**src/rtl/event_window_tx.sv**
```systemverilog
// event_window_tx
// ---------------------------------------------------------------------------
// Transmit-side front end for the graph builder.
//
// Raw DVS events (x, y, absolute timestamp, polarity) come in over a
// valid/ready handshake. The module slices the stream into fixed-length time
// windows. Each event's in-window time is quantized to GRAPH_BIT_WIDTH bits,
// and the event is emitted as a packed record through an output FIFO whose
// head is registered. An end-of-window marker separates windows.
//
// Ports
//   clk, rst            single clock, synchronous active-high reset
//   in_valid/in_ready   input handshake
//   in_x, in_y          sensor coordinates (IN_COORD_WIDTH)
//   in_ts               absolute timestamp (TS_WIDTH, wraps)
//   in_p                polarity
//   win_flush           pulse that closes the current window
//   out_valid/out_ready output handshake (FIFO head)
//   out_event           packed {x, y, t, p, valid}
//   out_eow             head entry is an end-of-window marker
//   drop_count          saturating count of out-of-range events dropped
//
// Build option
//   EVENT_TX_ROI_CHECK_EN  when defined, events with x or y outside the graph
//                          are consumed but dropped and counted. Otherwise
//                          coordinates are truncated and every event is kept.
// ---------------------------------------------------------------------------
module event_window_tx #(
    parameter int GRAPH_SIZE      = 256,
    parameter int TIME_WINDOW     = 50000,
    parameter int TS_WIDTH        = 32,
    parameter int IN_COORD_WIDTH  = 9,
    parameter int FIFO_DEPTH      = 16,
    parameter int GRAPH_BIT_WIDTH = $clog2(GRAPH_SIZE)
) (
    input  logic                         clk,
    input  logic                         rst,
    input  logic                         in_valid,
    output logic                         in_ready,
    input  logic [IN_COORD_WIDTH-1:0]    in_x,
    input  logic [IN_COORD_WIDTH-1:0]    in_y,
    input  logic [TS_WIDTH-1:0]          in_ts,
    input  logic                         in_p,
    input  logic                         win_flush,
    output logic                         out_valid,
    input  logic                         out_ready,
    output logic [3*GRAPH_BIT_WIDTH+1:0] out_event,
    output logic                         out_eow,
    output logic [15:0]                  drop_count
);

    localparam int GBW = GRAPH_BIT_WIDTH;
    localparam int EW  = 3 * GBW + 2;
    localparam int PW  = $clog2(FIFO_DEPTH);
    localparam int CW  = PW + 1;
    localparam int PRW = TS_WIDTH + 25;
    localparam logic [24:0]         RECIP  = 25'((64'(GRAPH_SIZE) << 24) / 64'(TIME_WINDOW));
    localparam logic [TS_WIDTH-1:0] TW_L   = TS_WIDTH'(TIME_WINDOW);
    localparam logic [TS_WIDTH:0]   TMAX_L = (TS_WIDTH + 1)'(GRAPH_SIZE - 1);
    localparam logic [CW:0]         LIMIT  = (CW + 1)'(FIFO_DEPTH - 2);

    typedef enum logic [1:0] {
        ST_IDLE   = 2'd0,
        ST_ACTIVE = 2'd1,
        ST_CLOSE  = 2'd2
    } state_t;

    state_t              state_r, state_s;
    logic [TS_WIDTH-1:0] t0_r;
    logic                flush_pending_r;

    logic                s1_valid_r, s1_eow_r, s1_p_r;
    logic [TS_WIDTH-1:0] s1_dt_r;
    logic [GBW-1:0]      s1_x_r, s1_y_r;
    logic                s2_valid_r;
    logic [EW:0]         s2_rec_r;

    logic [EW:0]         mem_r [FIFO_DEPTH];
    logic [PW-1:0]       wr_ptr_r, rd_ptr_r;
    logic [CW-1:0]       count_r;
    logic                head_valid_r;
    logic [EW:0]         head_rec_r;

    logic [TS_WIDTH-1:0] dt_s, enq_dt_s;
    logic [CW:0]         occ_s;
    logic                space_ok_s, in_range_s, flush_req_s, crossing_s;
    logic                in_ready_s, enq_s, marker_s, open_s, close_s;
    logic [PRW-1:0]      prod_s;
    logic [TS_WIDTH:0]   tq_s;
    logic [GBW-1:0]      t_s;
    logic [EW:0]         rec_s;
    logic                head_load_s, pop_s, bypass_s, push_s;
    logic                unused_bits_s;

    assign dt_s = in_ts - t0_r;
    // Everything already committed downstream counts against FIFO space, so
    // the pipeline never has to stall and a marker always finds room.
    assign occ_s = (CW + 1)'(count_r) + (CW + 1)'(head_valid_r)
                 + (CW + 1)'(s1_valid_r) + (CW + 1)'(s2_valid_r);
    assign space_ok_s  = (occ_s < LIMIT);
    assign flush_req_s = win_flush | flush_pending_r;

`ifdef EVENT_TX_ROI_CHECK_EN
    localparam logic [IN_COORD_WIDTH:0] GS_L = (IN_COORD_WIDTH + 1)'(GRAPH_SIZE);
    assign in_range_s    = ({1'b0, in_x} < GS_L) && ({1'b0, in_y} < GS_L);
    assign unused_bits_s = ^prod_s[23:0];
`else
    assign in_range_s    = 1'b1;
    assign unused_bits_s = ^{prod_s[23:0], in_x[IN_COORD_WIDTH-1:GBW], in_y[IN_COORD_WIDTH-1:GBW]};
`endif

    // A dropped (out-of-range) event never closes a window.
    assign crossing_s = in_valid & in_range_s & (dt_s >= TW_L);

    // Window FSM: next state, input ready and pipeline injection.
    always_comb begin
        state_s    = state_r;
        in_ready_s = 1'b0;
        enq_s      = 1'b0;
        marker_s   = 1'b0;
        open_s     = 1'b0;
        close_s    = 1'b0;
        enq_dt_s   = dt_s;
        case (state_r)
            ST_IDLE: begin
                in_ready_s = space_ok_s;
                enq_dt_s   = {TS_WIDTH{1'b0}};
                if (in_valid && space_ok_s && in_range_s) begin
                    enq_s   = 1'b1;
                    open_s  = 1'b1;
                    state_s = ST_ACTIVE;
                end else begin
                    state_s = ST_IDLE;
                end
            end
            ST_ACTIVE: begin
                if (flush_req_s) begin
                    close_s = 1'b1;
                    state_s = ST_CLOSE;
                end else if (crossing_s) begin
                    // The late event is refused and the marker goes in this
                    // very cycle, so the crossing costs a single input slot;
                    // the held event then opens the next window from IDLE.
                    marker_s = 1'b1;
                    state_s  = ST_IDLE;
                end else begin
                    in_ready_s = space_ok_s;
                    enq_s      = in_valid & space_ok_s & in_range_s;
                    state_s    = ST_ACTIVE;
                end
            end
            ST_CLOSE: begin
                marker_s = 1'b1;
                state_s  = ST_IDLE;
            end
            default: begin
                state_s = ST_IDLE;
            end
        endcase
    end

    assign in_ready = in_ready_s & ~rst;

    // FSM state, window origin and pending-flush flag.
    always_ff @(posedge clk) begin
        if (rst) begin
            state_r         <= ST_IDLE;
            t0_r            <= {TS_WIDTH{1'b0}};
            flush_pending_r <= 1'b0;
        end else begin
            state_r <= state_s;
            if (open_s) begin
                t0_r <= in_ts;
            end
            if (close_s) begin
                flush_pending_r <= 1'b0;
            end else if (win_flush && (state_r != ST_IDLE)) begin
                flush_pending_r <= 1'b1;
            end
        end
    end

    // Stage 1: capture in-window time and truncated fields.
    always_ff @(posedge clk) begin
        if (rst) begin
            s1_valid_r <= 1'b0;
            s1_eow_r   <= 1'b0;
            s1_dt_r    <= {TS_WIDTH{1'b0}};
            s1_x_r     <= {GBW{1'b0}};
            s1_y_r     <= {GBW{1'b0}};
            s1_p_r     <= 1'b0;
        end else begin
            s1_valid_r <= enq_s | marker_s;
            s1_eow_r   <= marker_s;
            s1_dt_r    <= enq_dt_s;
            s1_x_r     <= in_x[GBW-1:0];
            s1_y_r     <= in_y[GBW-1:0];
            s1_p_r     <= in_p;
        end
    end

    assign prod_s = PRW'(s1_dt_r) * PRW'(RECIP);
    assign tq_s   = prod_s[PRW-1:24];

    // Quantize, saturate and pack the stage-2 record.
    always_comb begin
        t_s   = {GBW{1'b0}};
        rec_s = {(EW + 1){1'b0}};
        if (tq_s > TMAX_L) begin
            t_s = GBW'(GRAPH_SIZE - 1);
        end else begin
            t_s = tq_s[GBW-1:0];
        end
        if (s1_eow_r) begin
            rec_s = {1'b1, {EW{1'b0}}};
        end else begin
            rec_s = {1'b0, s1_x_r, s1_y_r, t_s, s1_p_r, 1'b1};
        end
    end

    // Stage 2: quantized record register.
    always_ff @(posedge clk) begin
        if (rst) begin
            s2_valid_r <= 1'b0;
            s2_rec_r   <= {(EW + 1){1'b0}};
        end else begin
            s2_valid_r <= s1_valid_r;
            s2_rec_r   <= rec_s;
        end
    end

    // The head register refills whenever it is empty or being consumed; the
    // stage-2 record bypasses the array only when the array holds nothing.
    assign head_load_s = ~head_valid_r | out_ready;
    assign pop_s       = head_load_s & (count_r != {CW{1'b0}});
    assign bypass_s    = head_load_s & (count_r == {CW{1'b0}}) & s2_valid_r;
    assign push_s      = s2_valid_r & ~bypass_s;

    // FIFO storage array.
    always_ff @(posedge clk) begin
        if (push_s) begin
            mem_r[wr_ptr_r] <= s2_rec_r;
        end
    end

    // FIFO pointers, occupancy and registered head.
    always_ff @(posedge clk) begin
        if (rst) begin
            wr_ptr_r     <= {PW{1'b0}};
            rd_ptr_r     <= {PW{1'b0}};
            count_r      <= {CW{1'b0}};
            head_valid_r <= 1'b0;
            head_rec_r   <= {(EW + 1){1'b0}};
        end else begin
            if (push_s) begin
                wr_ptr_r <= wr_ptr_r + PW'(1);
            end
            if (pop_s) begin
                rd_ptr_r <= rd_ptr_r + PW'(1);
            end
            count_r <= count_r + CW'(push_s) - CW'(pop_s);
            if (head_load_s) begin
                if (pop_s) begin
                    head_valid_r <= 1'b1;
                    head_rec_r   <= mem_r[rd_ptr_r];
                end else if (s2_valid_r) begin
                    head_valid_r <= 1'b1;
                    head_rec_r   <= s2_rec_r;
                end else begin
                    head_valid_r <= 1'b0;
                    head_rec_r   <= {(EW + 1){1'b0}};
                end
            end
        end
    end

    assign out_valid = head_valid_r;
    assign out_event = head_rec_r[EW-1:0];
    assign out_eow   = head_rec_r[EW];

`ifdef EVENT_TX_ROI_CHECK_EN
    logic [15:0] drop_count_r;

    // Saturating count of consumed-but-dropped events.
    always_ff @(posedge clk) begin
        if (rst) begin
            drop_count_r <= 16'd0;
        end else if (in_valid && in_ready && !in_range_s && (drop_count_r != 16'hFFFF)) begin
            drop_count_r <= drop_count_r + 16'd1;
        end
    end

    assign drop_count = drop_count_r;
`else
    assign drop_count = 16'd0;
`endif

endmodule
```
**config.mk**
```make
export PLATFORM = sky130hd
export DESIGN_NAME = event_window_tx
export DESIGN_NICKNAME = d
export VERILOG_FILES = /design/src/rtl/event_window_tx.sv
export SDC_FILE = /design/constraint.sdc
export NUM_CORES = 1
export LEC_CHECK = 0
export BUFFER_PORTS_ARGS = -buffer_cell sky130_fd_sc_hd__buf_2
export CORE_MARGIN = 1.5
export CORE_UTILIZATION = 43
export CTS_BUF_LIST = sky130_fd_sc_hd__clkbuf_4
export DETAILED_ROUTE_END_ITERATION = 10
export RECOVER_POWER = 100
export SETUP_SLACK_MARGIN = 0.15
export SLEW_MARGIN = 30
export SYNTH_ARGS = -nofsm -noshare
export SYNTH_HDL_FRONTEND = slang
export SYNTH_SLANG_ARGS = --single-unit
```
**constraint.sdc**
```tcl
create_clock -name clk -period 8.63 [get_ports clk]
set_input_delay 0.4315 -clock clk [delete_from_list [all_inputs] [get_ports clk]]
set_output_delay 0.4315 -clock clk [all_outputs]
set_load 0.02 [all_outputs]
```
==> run_results.csv, run 1 <==
group,metric,value,unit
timing,worst_pin_slew,5230,ps
finish,regArea,16200,sq um
drt,drtAntennaViolNets,0,
timing,final_max_slew_viol_count,657,
drt,first_iter_violations,1095,
synth,synth-edff-count,432,
finish,fin_util,49.0,%
synth,ys_warn_count,0,
clock_network,cts_post_setup_buffers_inserted,0,
critical_path,r2r-start,"s1_dt_r[7]",
critical_path,critPathCaptureType,"register",
global_route,grt_max_degree,109,
finish,post_layout_nonfiller_instances,4016,
hold_path,hold_end,"s1_x_r[0]",
critical_path,rr_endpoint,"s2_rec_r[5]",
timing,setup_viol,0,
synth,netlist_area,34400,sq um
synth,synthFlopType,"edfxtp_1",
synth,synth_compound_area_share,6.00,%
clock_network,numCtsBuffers,152,
critical_path,start_kind,"register",
hold_path,hp-class,"input port to register",
synth,ys_seq_area_share,47.0,%
global_route,grt_pass1_vias,22300,
global_route,grtUsageTotal,19.2,%
power_and_ir_drop,p_leak,15.8,nW
timing,fmax,134,MHz
critical_path,crit_arrival,8220,ps
finish,drive_gt1_share,16.7,%
global_route,grt.overflow.total,0,
place,dp_hpwl,48.9,mm
clock_network,cts.clk_slew.worst_paths,60,ps
critical_path,critPathMaxFanout,10,
synth,syn_inst,2584,
finish,fillers,6987,
synth,ys_top_cells_by_count,"edfxtp_1 (432), inv_1 (430), ha_1 (276)",
clock_network,cts_sinks,591,
die,die_h,286,microns
hold_path,hold_path.startpoint,"in_x[0]",
place,dpl_cell_area,36000,sq um
drt,drcViolationCount,0,
critical_path,r2r_cells,22,
clock_network,htree_levels,4,
timing,setup_tns,0,ps
synth,yosys.area.top_type,"edfxtp_1",
timing,clock_skew,78.9,ps
synth,async_flop_share,0,%
place,gp_congestion,0.841,
clock_network,cts_tree,"built",
place,port_buffers,82,
timing,min_period,7480,ps
synth,synth.most_common_cell,"edfxtp_1",
die,ios,101,
finish,area_growth,12.6,%
status,violations,"capacitance limit, slew limit",
drt,totalWireLength,75.8,mm
die,initial_core_util,43.5,%
timing,finalCritPeriodShare,86.6,%
timing,rsz0062_at_grt,"false",
power_and_ir_drop,ir_worst_vdd,150,uV
synth,syn_area_per_cell,13.3,sq um
drt,firstDrtPassIters,5,
clock_network,cts-root-buf,"clkbuf_4",
timing,slew_headroom,-248,%
timing,fin_hold_ws,220,ps
power_and_ir_drop,powerDensity,252,nW/um^2
die,die_width,286,microns
place,dp_slack,1360,ps
drt,vias_per_cell,5.17,
finish,stdcell_area,38700,sq um
finish,multi_input_area,16200,sq um
place,dp.cells,3655,
synth,synth_top_family_by_area,"adder cells",
synth,synthXorXnorAreaFrac,1.35,%
die,core-area,79000,sq um
synth,muxShareOfSynthArea,9.96,%
drt,wl_per_cell,18.9,microns
critical_path,required,9370,ps
synth,synth.area.top_cells,"edfxtp_1 (38%), fa_1 (13%), ha_1 (10%)",
synth,post-synth-top-area-fraction,37.8,%
power_and_ir_drop,totalPowerFinal,9.76,mW
timing,final-hold-violation-count,0,
synth,synthSimpleGateAreaFrac,6.13,%
die,rows,103,
synth,ys_types,88,
status,status,"complete, but fails checks",
critical_path,timing.reg2reg.setup_slack,1150,ps
global_route,antenna_found_initial,5,
drt,dr_total_vias,20800,
flow_run,maxCapViolations,21,
synth,synthAdderAreaFrac,23.4,%
timing,finalWorstSetupSlack,1150,ps
hold_path,min_path_cells,3,
die,die-area,81600,sq um
critical_path,path_class,"register to register",
synth,synth-seq-cells,591,
clock_network,clk_latency,990,ps
clock_network,max-clock-path-buffers,3,
global_route,grt_pass1_wl,121,mm
finish,layout.nets,3408,
[kinds of logic (layout without fill, tap and decap cells)]
logic type      Yosys count  after routing
mux                     173            173
compound gates          288            288
xor+xnor                 53             53
fa+ha+maj               506            506
flops                   591            591
buf+inv                 535            900
other cells               1             18
simple gates            437            437
[placed cells by master, fill, tap and decap left out, types with 8 or more instances in the layout]
cell type,synthesis,routed
and2_0,0,17
buf_2,10,52
buf_4,18,10
fa_1,230,230
clkinv_1,0,23
o21ai_1,10,9
nand3_1,42,42
dlygate4sd3_1,0,86
and2_1,34,17
o21a_1,11,11
dfxtp_1,159,156
o21ai_0,43,45
nor2b_1,28,28
mux4_2,135,135
nand2_1,105,105
xnor2_1,29,29
a21o_1,24,24
nor2_4,0,8
nand4_1,23,23
mux2i_1,37,37
clkbuf_1,69,49
clkbuf_4,0,231
a311oi_1,28,28
a21oi_1,74,74
edfxtp_1,432,432
conb_1,1,16
a31oi_1,9,9
nor2_1,146,137
xor2_1,24,24
inv_1,430,430
ha_1,276,276
a41oi_1,10,10
nor3_1,17,16
[worst max-delay path, stage by stage, from the launching register on]
cell and delay, ps:
dfxtp_1 800, fa_1 560, ha_1 290, inv_1 50
fa_1 480, inv_1 60, fa_1 500, fa_1 550
inv_1 60, fa_1 530, inv_1 40, ha_1 370
nand4_1 130, a2111oi_0 390, a2111oi_0 200, a2111oi_2 500
o21ai_0 320, o311ai_2 330, xor2_1 120, nor3_2 200
nand4_2 140, nor4_4 460, a41oi_1 180
[registers in the layout (all words and copies together), names as in the netlist, 4 cells and up, named ones only]
name	cells
mem_r	432
s1_dt_r	32
t0_r	32
head_rec_r	27
s2_rec_r	27
s1_x_r	8
s1_y_r	8
count_r	5
rd_ptr_r	4
wr_ptr_r	4
[worst max-delay path by stage]
stage                             end  slack [ps]  depth (start not counted)        from
final                     s2_rec_r[5]        1150                         22  s1_dt_r[7]
after global routing      s2_rec_r[5]         580                         22  s1_dt_r[7]
after CTS                 s2_rec_r[5]        1320                         22  s1_dt_r[7]
after detailed placement  s2_rec_r[2]        1360                         22  s1_dt_r[7]
after global placement    s2_rec_r[5]        1410                         22  s1_dt_r[7]
after floorplan           s2_rec_r[2]        2240                         22  s1_dt_r[7]
[metal layers]
layer | vias to the layer above | GRT usage (%) | share of wire (%)
met1 | 10500 | 23.3 | 41
met2 | 468 | 34.6 | 52
met4 | 4 | 6.03 | 2.0
met5 | - | 0 | 0.034
met3 | 131 | 3.60 | 4.5
li1 | 9707 | - | -
[layout make-up]
| type | instances | share of cell area (%) |
|---|---|---|
| Antenna cell | 2 | 0.0129 |
| Clock buffer | 230 | 4.46 |
| Clock inverter | 42 | 0.685 |
| Inverter | 430 | 4.17 |
| Multi-Input combinational cell | 1473 | 41.9 |
| Sequential cell | 591 | 41.8 |
| Tap cell | 1050 | 3.39 |
| Timing Repair Buffer | 198 | 3.59 |
[what timing repair did]
action | 4_1_cts | 5_1_grt
gates resized for setup | 0 | 0
setup endpoints to repair | 0 | 0
hold endpoints to repair | 76 | 0
hold buffers | 86 | 0
[power breakdown]
| part | total [mW] | internal [mW] | switching, mW |
|---|---|---|---|
| Sequential | 3.45 | 3.21 | 0.241 |
| Clock | 2.42 | 1.24 | 1.18 |
| Combinational | 3.89 | 1.68 | 2.21 |
Note: power is estimated with default switching activity, not from simulation.
==> inputs of run 2 (changes only) <==
PLACE_DENSITY = 0.69   (was default)
==> run_results.csv, run 2 (synthesis gave the netlist of run 1 again) <==
group,metric,value,unit
status,status,"complete, but fails checks",
status,violations,"capacitance limit, slew limit",
global_route,grt_max_degree,70,
clock_network,cts_sinks,591,
timing,setup_tns,0,ps
hold_path,min_path_cells,3,
drt,dr_total_vias,21000,
timing,worst_pin_slew,3820,ps
critical_path,crit_arrival,8190,ps
finish,layout_commonest_cell,"edfxtp_1",
power_and_ir_drop,totalPowerFinal,9.70,mW
critical_path,path_class,"register to register",
drt,drcViolationCount,0,
critical_path,slowest_delay,1040,ps
die,rows,103,
global_route,grt.overflow.total,0,
clock_network,cts.clk_slew.worst_paths,70,ps
hold_path,hp-class,"input port to register",
clock_network,cts_tree,"built",
die,ios,101,
global_route,grt_pass1_vias,22800,
critical_path,critPathCaptureType,"register",
drt,totalWireLength,75.5,mm
place,port_buffers,82,
finish,mostFrequentLayoutCells,"edfxtp_1 (432), inv_1 (430), ha_1 (276)",
finish,top_register,"mem_r",
critical_path,slowest_stage,"o41ai_1",
timing,final_max_slew_viol_count,533,
place,gp_congestion,0.865,
finish,fillers,6899,
critical_path,cp_common_cell,"fa_1",
timing,clock_skew,69.7,ps
critical_path,start_kind,"register",
clock_network,max-clock-path-buffers,3,
timing,fmax,134,MHz
clock_network,hold_buffers,83,
timing,setup_viol,0,
timing,finalCritPeriodShare,86.8,%
critical_path,required,9330,ps
die,initial_core_util,43.5,%
timing,min_period,7490,ps
drt,drtAntennaViolNets,0,
clock_network,clk_latency,950,ps
die,die-area,81600,sq um
finish,drive_gt1_share,16.1,%
global_route,grt_pass1_wl,121,mm
finish,largest_register_ffs,432,
timing,slew_headroom,-155,%
clock_network,cts_post_setup_buffers_inserted,0,
drt,firstDrtPassIters,5,
clock_network,numCtsBuffers,148,
die,core-area,79000,sq um
finish,largest_registers,"mem_r (432), s1_dt_r (32), t0_r (32)",
clock_network,cts_resized,0,
power_and_ir_drop,powerDensity,252,nW/um^2
critical_path,r2r_cells,21,
critical_path,crit_family,"adder cells",
clock_network,cts-root-buf,"clkbuf_4",
power_and_ir_drop,ir_worst_vdd,166,uV
critical_path,path_cells,"inv_1, fa_1, inv_1, ha_1, inv_1, fa_1, fa_1, fa_1, inv_1, fa_1, ha_1, a21oi_1, o21ai_1, nor4b_2, nand4_1, a21oi_2, o21ai_1, a311oi_2, o21ai_1, o41ai_1, a41oi_1",
global_route,antenna_found_initial,3,
timing,rsz0062_at_grt,"false",
drt,first_iter_violations,1221,
finish,layout.nets,3399,
critical_path,cp_num_buf_inv,4,
power_and_ir_drop,p_leak,15.8,nW
drt,vias_per_cell,5.23,
finish,area_growth,12.1,%
die,die_h,286,microns
critical_path,crit_cells,21,
drt,wl_per_cell,18.8,microns
die,die_width,286,microns
place,dp_hpwl,49.8,mm
timing,final-hold-violation-count,0,
critical_path,critPathMaxFanout,10,
global_route,grtUsageTotal,19.0,%
flow_run,maxCapViolations,19,
clock_network,htree_levels,4,
run 2: changes by cell type in the layout (fill, tap and decap cells not counted), moves of 3 or more:
cell	delta
nor2_1	+6
clkbuf_4	-9
nor2_4	-8
dlygate4sd3_1	-3
clkinv_1	+6
run 2: tightest hold or removal path, cell delays in order:
cell and delay, ps:
dlygate4sd3_1 520, buf_2 90, nor2b_1 100
run 2: path summary, 6_finish.rpt:
kind	start	endpoint	slack (ps)
setup / recovery	s1_dt_r[22]	s2_rec_r[3]	1140
hold / removal	in_y[1]	s1_y_r[1]	280
setup reg to reg	s1_dt_r[22]	s2_rec_r[3]	1140
hold reg to reg	s1_y_r[2]	s2_rec_r[12]	420
run 2: final cells by class:
cell class | instances | area (sq um) | share of cell area (%)
flip-flops and latches | 591 | 16200 | 42.0
multi-input cells | 1473 | 16200 | 41.9
clock buffers | 222 | 1670 | 4.33
inverters | 430 | 1610 | 4.19
repair buffers | 193 | 1350 | 3.50
well taps | 1050 | 1310 | 3.41
clock inverters | 47 | 264 | 0.685
diodes | 1 | 2.50 | 0.00649
run 2: where the power goes:
group | leakage, nW | switching [mW] | internal (mW)
Clock | 1.14 | 1.19 | 1.20
Sequential | 5.22 | 0.270 | 3.20
Combinational | 9.39 | 2.19 | 1.64
run 2: metrics by stage:
step | cell area [sq um] | cells | utilization (%) | setup slack, ps | hold WS [ps]
floorplan | 34400 | 2599 | - | 2240 | 406
global route | 38500 | 4007 | 48.8 | 566 | 229
CTS | 38700 | 4006 | 49.0 | 1490 | 137
detailed placement | 36000 | 3654 | 45.5 | 1490 | 413
global placement | 35900 | 3654 | 45.5 | 1520 | 417
finish | 38500 | 4007 | 48.8 | 1140 | 276
run 2: per-layer routing:
metal / share of wire (%) / track usage (%) / vias to the layer above
met5: 0 / 0 / -
li1: - / - / 9686
met4: 2.5 / 7.08 / 0
met1: 40 / 22.8 / 10500
met2: 51 / 33.7 / 614
met3: 6.0 / 3.64 / 135
==> inputs of run 3 (changes only) <==
clock period = 8.3 ns   (was 8.63 ns; I/O delays follow)
==> run_results.csv, run 3 (synthesis gave the netlist of run 1 again) <==
group,metric,value,unit
finish,mostFrequentLayoutCells,"edfxtp_1 (432), inv_1 (430), ha_1 (276)",
critical_path,required,9030,ps
critical_path,path_cells,"ha_1, fa_1, fa_1, fa_1, fa_1, inv_1, fa_1, inv_1, ha_1, a21oi_1, o21ai_0, nor4b_2, nand4_1, a21oi_1, o21ai_1, a311oi_1, o21ai_0, o41ai_2, a41oi_1",
critical_path,r2r_cells,19,
clock_network,numCtsBuffers,145,
timing,clock_skew,89.3,ps
timing,finalCritPeriodShare,88.8,%
hold_path,min_path_cells,3,
critical_path,start_kind,"register",
drt,totalWireLength,74.8,mm
finish,largest_registers,"mem_r (432), s1_dt_r (32), t0_r (32)",
timing,setup_viol,0,
finish,top_register,"mem_r",
critical_path,slowest_stage,"dfxtp_1",
critical_path,rr_endpoint,"s2_rec_r[5]",
finish,layout_commonest_cell,"edfxtp_1",
drt,dr_total_vias,21000,
hold_path,hold_path.startpoint,"in_x[1]",
finish,stdcell_area,38600,sq um
clock_network,cts-root-buf,"clkbuf_4",
die,die_width,286,microns
finish,layout.nets,3398,
clock_network,max-clock-path-buffers,3,
clock_network,htree_levels,4,
die,die_h,286,microns
die,initial_core_util,43.5,%
timing,fmax,136,MHz
power_and_ir_drop,powerDensity,262,nW/um^2
critical_path,r2r-start,"s1_dt_r[12]",
global_route,grtUsageTotal,18.9,%
timing,min_period,7370,ps
clock_network,clk_latency,980,ps
flow_run,maxCapViolations,19,
clock_network,cts_tree,"built",
die,rows,103,
timing,setup_tns,0,ps
global_route,grt_pass1_vias,22800,
die,die-area,81600,sq um
timing,worst_pin_slew,3700,ps
timing,slew_headroom,-147,%
global_route,antenna_found_initial,5,
hold_path,hp-class,"input port to register",
clock_network,cts.clk_slew.worst_paths,70,ps
timing,rsz0062_at_grt,"false",
global_route,grt_pass1_wl,120,mm
finish,largest_register_ffs,432,
status,status,"complete, but fails checks",
drt,drcViolationCount,0,
die,ios,101,
drt,drtAntennaViolNets,0,
place,dp_hpwl,49.6,mm
place,gp_congestion,0.878,
timing,fin_hold_ws,201,ps
hold_path,hold_end,"s1_x_r[1]",
critical_path,crit_arrival,8100,ps
timing,final_max_slew_viol_count,527,
critical_path,cp_common_cell,"fa_1",
status,violations,"capacitance limit, slew limit",
clock_network,cts_sinks,591,
critical_path,path_class,"register to register",
drt,firstDrtPassIters,5,
die,core-area,79000,sq um
finish,area_growth,12.3,%
drt,wl_per_cell,18.7,microns
global_route,grt.overflow.total,0,
place,dpl_cell_area,36000,sq um
power_and_ir_drop,p_leak,15.8,nW
drt,vias_per_cell,5.23,
place,port_buffers,82,
drt,first_iter_violations,1359,
critical_path,slowest_delay,770,ps
global_route,grt_max_degree,66,
finish,drive_gt1_share,16.3,%
timing,final-hold-violation-count,0,
critical_path,critPathCaptureType,"register",
power_and_ir_drop,ir_worst_vdd,148,uV
critical_path,timing.reg2reg.setup_slack,930,ps
power_and_ir_drop,totalPowerFinal,10.1,mW
critical_path,critPathMaxFanout,10,
[run 3: final cells by class]
class / count / area [sq um]
antenna: 2 / 5.00
clock buffer: 224 / 1680
clock inverter: 45 / 290
fill: 6883 / 40400
inverter: 430 / 1610
multi-input combinational: 1473 / 16200
sequential: 591 / 16200
tap: 1050 / 1310
timing repair buffer: 195 / 1370
[run 3: how the worst max path moves through the flow]
stage	to	slack [ps]	start	depth (start not counted)
floorplan	s2_rec_r[2]	1910	s1_dt_r[7]	22
global placement	s2_rec_r[3]	1190	s1_dt_r[7]	22
detailed placement	s2_rec_r[2]	1130	s1_dt_r[7]	22
CTS	s2_rec_r[7]	1070	s1_dt_r[7]	22
global route	s2_rec_r[4]	380	s1_dt_r[10]	19
finish	s2_rec_r[5]	930	s1_dt_r[12]	19
[run 3: timing repair]
item                                   4_1_cts  5_1_grt
resized for setup                            0        0
buffers inserted                             0        0
hold buffers                                82        0
endpoints found under the hold margin       75        0
[run 3: power by group]
part	internal, mW	switching [mW]	leakage (nW)
combinational	1.72	2.29	9.41
clock	1.31	1.20	1.17
sequential	3.33	0.276	5.22
[run 3: stage by stage]
step / utilization [%] / std cells / setup slack [ps]
global placement: 45.5 / 3656 / 1190
floorplan: - / 2599 / 1910
finish: 48.9 / 4010 / 933
CTS: 49.1 / 4008 / 1070
detailed placement: 45.6 / 3657 / 1130
global route: 48.9 / 4010 / 377
[run 3: critical path: cells and delay by family (launching register included)]
family / cells / cell delay [ps]
compound gates: 8 / 2450
fa+ha+maj: 7 / 3340
buf+inv: 2 / 90
flops: 1 / 770
simple gates: 2 / 510
[run 3: routing by layer]
metal | vias up | share of wire (%) | global-route usage, %
met5 | - | 0.041 | 0
met4 | 4 | 3.1 | 8.00
met3 | 151 | 5.8 | 3.68
met2 | 670 | 51 | 33.3
met1 | 10400 | 40 | 22.6
li1 | 9706 | - | -
